===== src/rtl/input_conditioner.sv =====
// input_conditioner: synchronises, debounces and edge-detects NBTN buttons and decodes one quadrature encoder.
// Define INCOND_AUTOREPEAT_EN to add a per-button autorepeat timer; without it only the debounced rising edge presses.
module input_conditioner #(
    parameter int NBTN       = 5,
    parameter int NSKIP      = 4095,
    parameter int STEPS      = 4,
    parameter int POSW       = 8,
    parameter int REP_DELAY  = 1000,
    parameter int REP_PERIOD = 250
) (
    input  logic            clk,
    input  logic            rst_n,
    input  logic [NBTN-1:0] btn_in,
    input  logic            rot_a,
    input  logic            rot_b,
    output logic [NBTN-1:0] btn_level,
    output logic [NBTN-1:0] btn_press,
    output logic [NBTN-1:0] btn_release,
    output logic            rot_step,
    output logic            rot_dir,
    output logic [POSW-1:0] rot_pos,
    output logic            rot_err
);

    localparam int CNTW = (NSKIP > 0) ? $clog2(NSKIP + 1) : 1;
    localparam int QW   = $clog2(STEPS + 1) + 1;
    localparam logic [CNTW-1:0]      LOCK_LOAD = CNTW'(NSKIP);
    localparam logic signed [QW-1:0] Q_TOP     = QW'(STEPS);
    localparam logic signed [QW-1:0] Q_BOT     = -Q_TOP;

`ifdef INCOND_AUTOREPEAT_EN
    localparam int REP_MAX = (REP_DELAY > REP_PERIOD) ? REP_DELAY : REP_PERIOD;
    localparam int TW      = $clog2(REP_MAX + 1);
    localparam logic [TW-1:0] REP_LOAD_D = TW'(REP_DELAY);
    localparam logic [TW-1:0] REP_LOAD_P = TW'(REP_PERIOD);
`endif

    // Catch configurations the logic below cannot honour at elaboration time.
    if (NBTN < 1) begin : g_bad_nbtn
        $error("input_conditioner: NBTN must be at least 1");
    end
    if (STEPS != 1 && STEPS != 2 && STEPS != 4) begin : g_bad_steps
        $error("input_conditioner: STEPS must be 1, 2 or 4");
    end
    if (REP_DELAY < 2 || REP_PERIOD < 2) begin : g_bad_rep
        $error("input_conditioner: REP_DELAY and REP_PERIOD must be at least 2");
    end

    logic [NBTN-1:0] btn_meta;
    logic [NBTN-1:0] btn_sync;
    logic [1:0]      rot_meta;
    logic [1:0]      rot_sync;

    always_ff @(posedge clk or negedge rst_n) begin
        if (!rst_n) begin
            btn_meta <= '0;
            btn_sync <= '0;
            rot_meta <= '0;
            rot_sync <= '0;
        end else begin
            btn_meta <= btn_in;
            btn_sync <= btn_meta;
            rot_meta <= {rot_a, rot_b};
            rot_sync <= rot_meta;
        end
    end

    for (genvar i = 0; i < NBTN; i++) begin : g_btn
        logic [CNTW-1:0] lock_cnt;
        logic            level;
        logic            press;
        logic            rel;
        logic            accept;
`ifdef INCOND_AUTOREPEAT_EN
        logic [TW-1:0]   rep_timer;
`endif

        assign accept = (lock_cnt == '0) && (btn_sync[i] != level);

        // A change is taken only when the lockout has expired; the lockout then masks contact bounce.
        always_ff @(posedge clk or negedge rst_n) begin
            if (!rst_n) begin
                lock_cnt  <= '0;
                level     <= 1'b0;
                press     <= 1'b0;
                rel       <= 1'b0;
`ifdef INCOND_AUTOREPEAT_EN
                rep_timer <= '0;
`endif
            end else begin
                press <= 1'b0;
                rel   <= 1'b0;
                if (lock_cnt != '0) begin
                    lock_cnt <= lock_cnt - 1'b1;
                end else if (accept) begin
                    level    <= btn_sync[i];
                    lock_cnt <= LOCK_LOAD;
                    press    <= btn_sync[i];
                    rel      <= ~btn_sync[i];
                end
`ifdef INCOND_AUTOREPEAT_EN
                if (accept) begin
                    rep_timer <= btn_sync[i] ? REP_LOAD_D : '0;
                end else if (level && rep_timer == TW'(1)) begin
                    press     <= 1'b1;
                    rep_timer <= REP_LOAD_P;
                end else if (level && rep_timer != '0) begin
                    rep_timer <= rep_timer - 1'b1;
                end
`endif
            end
        end

        assign btn_level[i]   = level;
        assign btn_press[i]   = press;
        assign btn_release[i] = rel;
    end

    logic [1:0]             prev_ab;
    logic signed [QW-1:0]   q;
    logic signed [QW-1:0]   q_next;
    logic                   fwd;
    logic                   back;
    logic                   illegal;

    // Transition codes are {prev, current}; CW order is 00 -> 10 -> 11 -> 01 -> 00.
    always_comb begin
        fwd     = 1'b0;
        back    = 1'b0;
        illegal = 1'b0;
        q_next  = q;
        case ({prev_ab, rot_sync})
            4'b0010, 4'b1011, 4'b1101, 4'b0100: fwd     = 1'b1;
            4'b1000, 4'b1110, 4'b0111, 4'b0001: back    = 1'b1;
            4'b0011, 4'b1100, 4'b1001, 4'b0110: illegal = 1'b1;
            default: ;
        endcase
        if (fwd) begin
            q_next = q + QW'(1);
        end else if (back) begin
            q_next = q - QW'(1);
        end
    end

    always_ff @(posedge clk or negedge rst_n) begin
        if (!rst_n) begin
            prev_ab  <= '0;
            q        <= '0;
            rot_step <= 1'b0;
            rot_dir  <= 1'b0;
            rot_pos  <= '0;
            rot_err  <= 1'b0;
        end else begin
            prev_ab  <= rot_sync;
            rot_step <= 1'b0;
            rot_err  <= illegal;
            if (q_next == Q_TOP) begin
                rot_step <= 1'b1;
                rot_dir  <= 1'b1;
                rot_pos  <= rot_pos + 1'b1;
                q        <= '0;
            end else if (q_next == Q_BOT) begin
                rot_step <= 1'b1;
                rot_dir  <= 1'b0;
                rot_pos  <= rot_pos - 1'b1;
                q        <= '0;
            end else begin
                q <= q_next;
            end
        end
    end

endmodule

===== config.mk =====
export PLATFORM = sky130hd
export DESIGN_NAME = input_conditioner
export DESIGN_NICKNAME = d
export VERILOG_FILES = /design/src/rtl/input_conditioner.sv
export SDC_FILE = /design/constraint.sdc
export NUM_CORES = 1
export LEC_CHECK = 0
export ABC_CLOCK_PERIOD_IN_PS = 10600
export CORE_MARGIN = 8
export CORE_UTILIZATION = 35
export DETAILED_ROUTE_END_ITERATION = 8
export PLACE_DENSITY = 0.51
export SYNTH_ARGS = -nofsm -noshare
export SYNTH_HDL_FRONTEND = slang
export SYNTH_SLANG_ARGS = --single-unit

===== constraint.sdc =====
create_clock -name clk -period 10.6 [get_ports clk]
set_input_delay 1.06 -clock clk [delete_from_list [all_inputs] [get_ports clk]]
set_output_delay 1.06 -clock clk [all_outputs]
set_load 0.01 [all_outputs]

==> impl_metrics.toml <==
[critical_path]
crit_required_ns = 10.88
path_buf_inv = 1
critical_path.slowest_cell = "a211oi_4"
crit_chain = "inv_1 -> ha_1 -> nor3_1 -> o21ai_2 -> a211oi_4 -> nand2_1 -> ha_1 -> or4_1 -> o22a_1 -> or4b_1 -> nand4_1"
critical_path_class = "reg2reg"
slowest_delay_ns = 0.63
cp.arrival_ns = 4.43
cp_max_fo = 15
cp_top_family = "simple AND/OR/NAND/NOR gates"
end_kind = "flip-flop"
cp-start-kind = "flip-flop"
crit_path_frequent_cell = "ha_1"

[grt]
grt_max_degree = 56
grt_use_met2 = 0.176
busiest_layer = "met2"
antenna_found_initial = 0
grt_pass1_wl_mm = 17.2
met1_usage = 0.143
grt_pass1_vias = 3735
overflow = 0
grtUsageMet3 = 0.0328
track_usage = 0.113

[sta]
timing.fmax_mhz = 241
fin_worst_skew_ns = 0.00560
hold_viol = 0
rsz0062_at_grt = "no"
setup_viol = 0
layout_min_cycle_time_ns = 4.14
relSlewSlack = 0.537
tightest_slew_ns = 0.694
drv_slew = 0
final.period_utilization = 0.391
setup_tns_ns = 0
setup_ws_ns = 6.46

[power_and_ir_drop]
power-per-cell-area_nw_per_um2 = 257
finalPower_mw = 1.53
power.leakage_nw = 2.45
ir_drop_uv = 88.3

[die]
rows = 44
die_h_um = 138
dieArea_um2 = 18900
core_area_um2 = 14500
ioPinCount = 35
die_w_um = 138
initial_core_util = 0.357

[logic_synthesis]
synthesis.area_per_instance_um2 = 10.2
synth-edff-count = 0
synthesis.nets = 533
synthSimpleGateAreaFrac = 0.191
mappedNetlistArea_um2 = 5170
synth_most_common_cell = "dfrtp_1"
synth_seq_area_share = 0.513
synth_cells = 505
synth_warnings = 0
synth_area_leaders = "dfrtp_1 51%, ha_1 4.4%, nor2_1 3.6%, o21ai_0 3.4%, mux2i_1 3.1%"
yosysTopAreaCellShare = 0.513
synth_compound_area_frac = 0.123
synth_flop_cell = "dfrtp_1"
synthTopCellsByCount = "106 x dfrtp_1, 49 x nor2_1, 39 x nand2_1"
ys_ff_latch = 106
synthAdderAreaFrac = 0.0475
synth_xor_area_frac = 0.0339
synth_top_family_by_area = "simple AND/OR/NAND/NOR gates"
synth_mux_area_frac = 0.0506
synth_top_area_cell = "dfrtp_1"
async_flop_share = 1.00
synthDistinctLibCells = 54

[layout]
utilization = 0.410
area_growth_pct = 14.9
layout-drive-gt1-share = 0.0673
diodes = 0
stdcell_count = 719
final_nets = 558

[clock_tree]
clock_latency_ns = 0.35
path_clk_slew_ns = 0.07
cts_root_buf = "clkbuf_16"
cts_num_sinks = 106
cts_setup_buffers = 0
cts_buffers = 9
postCtsHoldBufs = 0
cts_tree = "built"
cts_buffer_depth = 2
postCtsResizedCells = 0
cts.htree.levels = 3

[place]
place_congestion = 0.794
dp_hpwl_mm = 6.78
pre_cts_ws_ns = 6.48
port_buffers = 34
dp_cells = 703

[drt]
first_pass_iters = 5
drc_errors = 0
antenna_left = 0
drt-initial-drc-count = 237
vias_per_cell = 5.07
vias = 3648
wl_per_cell_um = 13.5
wl_mm = 9.68

[hold_path]
min_path_type = "reg2reg"

[status]
status = "complete, no violations"

[flow_run]
drv_cap = 0
-- kinds of logic (layout without fill, tap and decap cells) --
logic type               count (synthesis)  after routing
AO/OA/AOI/OAI                          104            104
XOR/XNOR                                20             20
adder cells (fa/ha/maj)                 19             19
buffers and inverters                   40             70
flip-flops                             106            106
multiplexers                            25             25
AND/OR/NAND/NOR                        191            191
-- layout make-up --
cell class              count  area, µm²
fillers                  1369       8540
flip-flops and latches    106       2650
multi-input cells         359       2300
repair buffers             36        353
clock buffers              12        256
well taps                 184        230
clock inverters             4       73.8
inverters                  18       67.6
-- metal layers --
metal,vias to the layer above,part of all wire,wire length (µm)
met5,-,0,0
met1,1747,0.49,4760
li1,1843,-,-
met2,47,0.45,4320
met4,0,0.016,155
met3,11,0.046,446
-- cells in the final DEF (no fill, tap or decap), types with 3 or more instances in the layout --
master,count
a21oi_1,31
a31oi_1,6
and2_1,6
and3_1,9
buf_4,3
clkbuf_16,9
clkdlybuf4s50_1,33
dfrtp_1,106
ha_1,18
inv_1,18
mux2_2,9
mux2i_1,16
nand2_1,39
nand2b_1,5
nand3_1,11
nor2_1,49
nor3_1,24
nor3b_1,12
nor4_1,9
o21a_1,4
o21ai_0,35
o22a_1,3
o22ai_1,3
o31ai_1,6
or2_2,3
or3_1,3
or4_1,4
xnor2_1,13
xor2_1,7
-- registers in the layout, summed over array words and instances (netlist names) --
| name | count |
|---|---|
| btn_meta | 5 |
| btn_sync | 5 |
| g_btn.level | 5 |
| g_btn.lock_cnt | 60 |
| g_btn.press | 5 |
| g_btn.rel | 5 |
| prev_ab | 2 |
| q | 4 |
| rot_dir | 1 |
| rot_err | 1 |
| rot_meta | 2 |
| rot_pos | 8 |
| rot_step | 1 |
| rot_sync | 2 |
-- power breakdown --
group	internal [mW]	switching, mW	leakage (nW)
combinational	0.248	0.249	1.02
clock	0.220	0.145	0.163
sequential	0.533	0.133	1.27
-- per-stage QoR --
stage | cell area (µm²) | hold slack, ns
after floorplan | 5170 | 0.331
after global placement | 5610 | 0.334
after detailed placement | 5610 | 0.337
after CTS | 5940 | 0.354
after global routing | 5940 | 0.358
final | 5940 | 0.351
-- path summary, 6_finish.rpt --
check | from | endpoint | slack (ns) | cells past startpoint
worst max-delay path | q[0] | rot_pos[7] | 6.46 | 11
worst min-delay path | btn_meta[4] | btn_sync[4] | 0.35 | 0
worst max register to register | q[0] | rot_pos[7] | 6.46 | 11
worst min register to register | btn_meta[4] | btn_sync[4] | 0.35 | 0
max in group asynchronous | rst_n | g_btn[3].lock_cnt[3] | 8.69 | 2
min in group asynchronous | rst_n | btn_meta[0] | 0.73 | 1
Note: power is estimated with default switching activity, not from simulation.
